$ cat src/rtl/traffic_light_monitor.sv
// Receive-side checker for the controller's RED/GREEN/YELLOW lamp lines.
// Checks lamp legality, phase order and phase duration, and counts completed light cycles.
module traffic_light_monitor #(
  parameter int PHASE_LEN = 10,
  parameter int CNT_W     = 8
) (
  input  logic             clk,
  input  logic             reset,
  input  logic             red,
  input  logic             green,
  input  logic             yellow,
  input  logic             clear_err,
  output logic [1:0]       phase,
  output logic             locked,
  output logic             err_onehot,
  output logic             err_order,
  output logic             err_duration,
  output logic [2:0]       err_sticky,
  output logic [CNT_W-1:0] cycles_done
);

  typedef enum logic [1:0] {
    PH_RED    = 2'b00,
    PH_GREEN  = 2'b01,
    PH_YELLOW = 2'b10,
    PH_INV    = 2'b11
  } phase_t;

  typedef enum logic {
    ST_ACQUIRE = 1'b0,
    ST_LOCKED  = 1'b1
  } state_t;

  localparam logic [CNT_W-1:0] RUN_MAX = '1;
  localparam logic [CNT_W-1:0] RUN_REQ = CNT_W'(PHASE_LEN);

  // Registered state
  state_t           state_q, state_d;
  phase_t           phase_q, phase_d;
  logic [CNT_W-1:0] run_len_q, run_len_d;
  logic             flagged_q, flagged_d;
  logic             inv_q, inv_d;
  logic             onehot_q, onehot_d;
  logic             order_q, order_d;
  logic             dur_q, dur_d;
  logic [2:0]       sticky_q, sticky_d;
  logic [CNT_W-1:0] cycles_q, cycles_d;

  phase_t cur;
  logic   changed;

  function automatic logic legal_edge(input phase_t from, input phase_t to);
    return (from == PH_RED    && to == PH_GREEN)  ||
           (from == PH_GREEN  && to == PH_YELLOW) ||
           (from == PH_YELLOW && to == PH_RED);
  endfunction

  always_comb begin
    // NOTE: every always_comb output gets a default first so no path infers a latch.
    cur = PH_INV;
    unique case ({red, green, yellow})
      3'b100:  cur = PH_RED;
      3'b010:  cur = PH_GREEN;
      3'b001:  cur = PH_YELLOW;
      default: cur = PH_INV;
    endcase
    changed = (cur != phase_q);

    state_d   = state_q;
    phase_d   = cur;
    flagged_d = flagged_q;
    inv_d     = (cur == PH_INV);
    onehot_d  = 1'b0;
    order_d   = 1'b0;
    dur_d     = 1'b0;
    cycles_d  = cycles_q;

    if (changed)                 run_len_d = CNT_W'(1);
    else if (run_len_q != RUN_MAX) run_len_d = run_len_q + CNT_W'(1);
    else                         run_len_d = run_len_q;

    if (cur == PH_INV) begin
      // Pulse only on entry into an invalid run; reset is not counted as a sample.
      onehot_d  = ~inv_q;
      state_d   = ST_ACQUIRE;
      flagged_d = 1'b0;
    end else if (changed) begin
      flagged_d = 1'b0;
      if (phase_q != PH_INV) begin
        if (state_q == ST_ACQUIRE) begin
          if (legal_edge(phase_q, cur)) state_d = ST_LOCKED;
        end else if (legal_edge(phase_q, cur)) begin
          dur_d = (run_len_q != RUN_REQ) && !flagged_q;
          if (phase_q == PH_YELLOW) cycles_d = cycles_q + CNT_W'(1);
        end else begin
          order_d = 1'b1;
          state_d = ST_ACQUIRE;
        end
      end
    end else if (state_q == ST_LOCKED && run_len_q == RUN_REQ && !flagged_q) begin
      // Phase held past its slot: flag now, once, and suppress the check at the change.
      dur_d     = 1'b1;
      flagged_d = 1'b1;
    end

    // Set wins over clear.
    sticky_d = (sticky_q & {3{~clear_err}}) | {dur_d, order_d, onehot_d};
  end

  // NOTE: sequential state uses non-blocking assignments so all registers update together.
  always_ff @(posedge clk) begin
    if (reset) begin
      state_q   <= ST_ACQUIRE;
      phase_q   <= PH_INV;
      run_len_q <= '0;
      flagged_q <= 1'b0;
      inv_q     <= 1'b0;
      onehot_q  <= 1'b0;
      order_q   <= 1'b0;
      dur_q     <= 1'b0;
      sticky_q  <= 3'b000;
      cycles_q  <= '0;
    end else begin
      state_q   <= state_d;
      phase_q   <= phase_d;
      run_len_q <= run_len_d;
      flagged_q <= flagged_d;
      inv_q     <= inv_d;
      onehot_q  <= onehot_d;
      order_q   <= order_d;
      dur_q     <= dur_d;
      sticky_q  <= sticky_d;
      cycles_q  <= cycles_d;
    end
  end

  assign phase        = phase_q;
  assign locked       = (state_q == ST_LOCKED);
  assign err_onehot   = onehot_q;
  assign err_order    = order_q;
  assign err_duration = dur_q;
  assign err_sticky   = sticky_q;
  assign cycles_done  = cycles_q;

endmodule

$ cat config.mk
export PLATFORM = sky130hd
export DESIGN_NAME = traffic_light_monitor
export DESIGN_NICKNAME = d
export VERILOG_FILES = /design/src/rtl/traffic_light_monitor.sv
export SDC_FILE = /design/constraint.sdc
export NUM_CORES = 1
export LEC_CHECK = 0
export CORE_MARGIN = 3
export CORE_UTILIZATION = 45
export DETAILED_ROUTE_END_ITERATION = 6
export PLACE_DENSITY = 0.68
export SKIP_LAST_GASP = 1
export SLEW_MARGIN = 30
export SYNTH_ARGS = -nofsm -noshare
export SYNTH_HDL_FRONTEND = slang
export SYNTH_SLANG_ARGS = --single-unit
export TNS_END_PERCENT = 1
$ cat constraint.sdc
create_clock -name clk -period 5.65 [get_ports clk]
set_clock_uncertainty 0.2 [all_clocks]
set_input_delay 1.695 -clock clk [delete_from_list [all_inputs] [get_ports clk]]
set_output_delay 1.695 -clock clk [all_outputs]
set_load 0.05 [all_outputs]
==> results of run 1 <==
## cell type report
| type | instances | area share [%] |
|---|---|---|
| multi-input cells | 118 | 49.0 |
| inverters | 4 | 0.893 |
| flip-flops and latches | 27 | 32.1 |
| repair buffers | 22 | 13.1 |
| clock buffers | 3 | 1.34 |
| well taps | 42 | 3.13 |
| clock inverters | 1 | 0.446 |
## sequential cells by signal, summed over array words and instances, names as in the netlist
name and flops:
inv_q 1, err_onehot 1, cycles_done 8, phase 2
flagged_q 1, err_duration 1, locked 1, err_sticky 3
err_order 1, run_len_q 8
## cell usage in the layout, fill, tap and decap left out, types with 2 or more instances in the layout
cell type,n
o211ai_1,3
clkdlybuf4s50_1,22
o21ai_0,5
nand4b_1,2
mux2i_1,2
or4bb_1,2
nand2_1,5
ha_1,3
dfxtp_1,27
nor4bb_1,2
nor3b_1,4
nand4_1,5
and4_1,2
a21oi_1,4
xnor2_1,4
nand3_1,7
and2_1,7
xor2_1,8
clkbuf_4,3
a211oi_2,2
or3_1,3
nor2_1,20
inv_1,4
nand2b_1,2
a21o_1,2
and3b_1,3
## through the flow
step           std cells  setup slack [ps]  util (%)
2_1_floorplan        159              2440         -
3_3_place_gp         213              1770      57.4
3_5_place_dp         213              1730      57.4
4_1_cts              217              1890      58.5
5_1_grt              217              1800      58.5
6_report             217              1900      58.5
## cells by family after synthesis
family                     count (synthesis)  synth area share [%]
AOI/OAI and AO/OA                         26                  13.6
xor gates and xnor gates                  12                  7.39
adders and majority gates                  4                  3.43
buffers and inverters                     14                  4.05
DFF                                       27                  38.0
muxes                                      2                  1.41
and+or+nand+nor                           74                  32.1
## cells in the mapped netlist (all sizes together) (4+ instances only)
| cell | number | area (um^2) |
|---|---|---|
| nand4 | 5 | 31.3 |
| a21oi | 4 | 20.0 |
| nor2 | 20 | 75.1 |
| nand2 | 5 | 18.8 |
| xor2 | 8 | 70.1 |
| nor3b | 5 | 42.5 |
| inv | 4 | 15.0 |
| dfxtp | 27 | 541 |
| nand3 | 7 | 35.0 |
| buf | 5 | 23.8 |
| xnor2 | 4 | 35.0 |
| o21ai | 7 | 38.8 |
| and2 | 7 | 43.8 |
| clkbuf | 5 | 18.8 |
## power groups by stage
stage	clock network, W	logic [W]	registers [W]
2_1_floorplan	0	0.0000254	0.000208
3_3_place_gp	0	0.0000421	0.000203
3_5_place_dp	0	0.0000427	0.000203
4_1_cts	0.0000934	0.0000431	0.000199
5_1_grt	0.000103	0.0000466	0.000200
6_report	0.0000874	0.0000429	0.000199
## final timing paths
kind	to	slack (ps)	cells past startpoint
max	phase[0]	1900	1
min	err_onehot	210	1
max reg2reg	flagged_q	3640	4
min reg2reg	err_onehot	210	1
## layer usage
| layer | up-vias | track usage (%) | part of all wire [%] |
|---|---|---|---|
| li1 | 603 | - | - |
| met2 | 26 | 28.1 | 50 |
| met5 | - | 0 | 0 |
| met1 | 549 | 19.0 | 45 |
| met3 | 4 | 3.42 | 3.9 |
| met4 | 0 | 6.63 | 1.3 |
==> impl_metrics.yaml, run 1 <==
synth:
  avgSynthCellArea_um2: 8.94
  syn-num-nets: 168
  yosysWarnings: 0
  ys_types: 48
  netlist_area_mm2: 0.00142
  yosys_register_bits: 27
  synthArstFlopShare_pct: 0
  seq_area_frac_synth_pct: 38.0
  ys.flop_type: "dfxtp_1"
  synth_edf_count: 0
  synth_cells: 159
clock_tree:
  ctsResizeCount: 0
  cts_root_buf: "clkbuf_4"
  hold_buffers: 0
  path_clk_slew_ps: 150
  cts_tree: "done"
  numCtsBuffers: 3
  clockBufferDepth: 2
  htreeDepth: 1
  insertion_delay_ps: 340
  cts_sinks: 27
  cts_setup_buffers: 0
outcome:
  outcome: "finished, final reports clean"
power_and_ir_drop:
  clock_power_share_pct: 26.5
  power.leakage_nw: 0.579
  power_switching_w: 0.0000905
  ir_drop_v: 0.000109
  pwr_density_cell_mw_per_mm2: 196
  seqPwrFrac_pct: 60.5
  finalPower_w: 0.000329
  p_int_w: 0.000239
  combPwrFrac_pct: 13.0
  power_switching_share_pct: 27.5
placement:
  port_buffers: 22
  hpwl_mm: 2.15
  gp_congestion: 0.789
  place_area_mm2: 0.00165
sta:
  fin_crit_ps: 3750
  hold_viol_final: 0
  tightest_slew_ps: 598
  max_slew_margin_pct: 60.0
  fmax_mhz: 267
  whs_ps: 214
  setup_tns_ps: 0
  rsz0062_at_grt: "false"
  maxSlewViolCount: 0
  period_share_pct: 66.4
  report.final.setup_viol: 0
grt:
  grt_max_degree: 19
  grt_overflow: 0
  grt_pass1_vias: 1150
  grt_pass1_wl_mm: 5.15
  antenna_found_initial: 0
  grt_usage_pct: 16.1
finish:
  multi_input_area_um2: 823
  num_antenna_cells: 0
  regArea_um2: 541
  fill_cells: 285
  fin_area_mm2: 0.00168
  drive_above_1_share_pct: 7.43
  layout.nets: 185
  area_delta_synth_final_pct: 18.3
worst_setup_path:
  critPathTopFamily: "buffers and inverters"
  cpMaxStageDelayCell: "clkdlybuf4s50_1"
  worstPathCellList: "clkdlybuf4s50_1"
  cp_max_fo: 15
  worst_path_largest_cell_delay_ps: 890
  reg2reg_from: "phase[0]"
  critical_path_buf_inv_count: 1
  startpoint: "phase[0]"
  arrival_ps: 1860
  cp-start-kind: "register"
  required_ps: 3750
  critical_path_class: "reg -> out"
  crit_path_end_kind: "primary output"
detailed_routing:
  ant_nets: 0
  drt_iter0_markers: 45
  vias_per_cell: 5.45
  wirelength_mm: 2.92
  wl_per_cell_um: 13.5
  first_pass_iters: 4
  vias: 1182
  remaining_drc_errors: 0
floorplan:
  die_y_um: 62.2
  core_area_mm2: 0.00288
  dieArea_mm2: 0.00387
  num_rows: 19
  io_pins: 23
  start_util_pct: 49.4
  dieWidth_um: 62.2
worst_hold_path:
  hold_start: "inv_q"
  hp-class: "reg -> reg"
flow_run:
  maxCapViolations: 0
(Power assumes the default switching activity.)
==> run 2, diff against run 1 <==
- PLACE_DENSITY: 0.68 -> 0.71
- clock period: 5.65 -> 3.2 ns (I/O delays scaled with it)
==> run 2 against run 1 <==
  * Non-clock buffer count up 4
  * Cell count grew 1.8%
  * Worst hold slack improved by 1.5 ps
  * Highest routed layer unchanged
==> impl_metrics.yaml, run 2 (synthesis gave the netlist of run 1 again) <==
clock_tree:
  htreeDepth: 1
  cts_root_buf: "clkbuf_4"
  insertion_delay_ps: 320
  cts_tree: "done"
  hold_buffers: 0
  cts_sinks: 27
  clockBufferDepth: 2
  path_clk_slew_ps: 150
  cts_setup_buffers: 0
  ctsResizeCount: 0
  numCtsBuffers: 3
worst_setup_path:
  startpoint: "phase[0]"
  critical_path_buf_inv_count: 1
  critPathTopFamily: "buffers and inverters"
  crit_path_end: "phase[0]"
  r2r_setup_slack_ps: 1170
  worst_path_largest_cell_delay_ps: 890
  reg2reg_from: "phase[1]"
  crit_path_end_kind: "primary output"
  required_ps: 2040
  cp.depth: 1
  rr_endpoint: "run_len_q[2]"
  cpMaxStageDelayCell: "clkdlybuf4s50_1"
  cp_max_fo: 15
  worstPathCellList: "clkdlybuf4s50_1"
  r2r_cells: 4
  arrival_ps: 1840
  critical_path_class: "reg -> out"
  cp-start-kind: "register"
floorplan:
  io_pins: 23
  start_util_pct: 49.4
  num_rows: 19
  core_area_mm2: 0.00288
  die_y_um: 62.2
  dieWidth_um: 62.2
  dieArea_mm2: 0.00387
sta:
  hold_viol_final: 0
  period_share_pct: 93.8
  fin_ws_ps: 199
  max_slew_margin_pct: 66.7
  rsz0062_at_grt: "false"
  report.final.setup_viol: 0
  fin_crit_ps: 3000
  fmax_mhz: 333
  tightest_slew_ps: 498
  setup_tns_ps: 0
  maxSlewViolCount: 0
placement:
  port_buffers: 22
  dp.cells: 217
  gp_congestion: 0.742
  place_ws_ps: 121
  hpwl_mm: 2.24
detailed_routing:
  wl_met3_um: 100
  first_pass_iters: 4
  ant_nets: 0
  dr.max_layer_used: "met4"
  met2_length_mm: 1.51
  met1_length_mm: 1.37
  wl_per_cell_um: 13.6
  remaining_drc_errors: 0
  wirelength_mm: 3.00
  vias: 1236
  vias_per_cell: 5.59
  drt_iter0_markers: 28
outcome:
  outcome: "finished, final reports clean"
power_and_ir_drop:
  power_switching_share_pct: 26.7
  clock_power_share_pct: 25.3
  seqPwrFrac_pct: 60.9
  p_int_w: 0.000424
  ir_drop_v: 0.000158
  combPwrFrac_pct: 13.8
  power_switching_w: 0.000154
  pwr_density_cell_mw_per_mm2: 338
  power.leakage_nw: 0.602
grt:
  grt_max_degree: 16
  antenna_found_initial: 0
  grt_pass1_vias: 1255
  grt_overflow: 0
  grt_pass1_wl_mm: 5.51
  grt_usage_pct: 16.9
finish:
  drive_above_1_share_pct: 9.50
  final_cell_mix: "dfxtp_1 (27), clkdlybuf4s50_1 (22), nor2_1 (20), xor2_1 (8)"
  layout.nets: 189
  num_antenna_cells: 0
  area_delta_synth_final_pct: 20.2
  instances_no_fill: 221
  layout_commonest_cell: "dfxtp_1"
  fin_util_pct: 59.4
  fill_cells: 250
worst_hold_path:
  hp-class: "reg -> reg"
flow_run:
  maxCapViolations: 0
run 2: cell types whose count changed in the layout (fill, tap and decap cells not counted):
cell / before / now
clkinvlp_4: 1 / 0
buf_4: 0 / 4
clkinv_2: 0 / 1
run 2: routing by layer:
layer  vias to the layer above  global-route usage [%]
met5                         -                       0
met4                         0                    4.97
met3                         2                    2.34
met2                        28                    29.6
met1                       595                    21.6
li1                        611                       -
run 2: layout make-up:
type | count | area [um^2] | area share (%)
flip-flops and latches | 27 | 541 | 31.6
inverters | 4 | 15.0 | 0.878
clock inverters | 1 | 5.00 | 0.293
repair buffers | 26 | 250 | 14.6
clock buffers | 3 | 22.5 | 1.32
multi-input cells | 118 | 823 | 48.2
well taps | 42 | 52.6 | 3.07
run 2: worst min-delay path by stage:
| stage | from | cells past startpoint | end | slack (ps) |
|---|---|---|---|---|
| after global placement | inv_q | 1 | err_onehot | 190 |
| after floorplan | inv_q | 1 | err_onehot | 180 |
| after detailed placement | inv_q | 1 | err_onehot | 200 |
| after global routing | inv_q | 1 | err_onehot | 230 |
| final | inv_q | 1 | err_onehot | 220 |
| after CTS | inv_q | 1 | err_onehot | 220 |
run 2: stage by stage:
step | total power (W) | cell area, um^2 | hold WS, ps
after floorplan | 0.000413 | 1420 | 183
after global routing | 0.000611 | 1710 | 230
final | 0.000578 | 1710 | 215
after detailed placement | 0.000439 | 1680 | 200
after global placement | 0.000436 | 1680 | 194
after CTS | 0.000584 | 1710 | 219
run 2: power groups by stage:
stage / Clock (W) / Sequential, W / Combinational (W)
after global routing: 0.000170 / 0.000354 / 0.0000859
final: 0.000146 / 0.000352 / 0.0000795
after CTS: 0.000152 / 0.000352 / 0.0000797
after floorplan: 0 / 0.000368 / 0.0000448
after detailed placement: 0 / 0.000359 / 0.0000793
after global placement: 0 / 0.000359 / 0.0000773
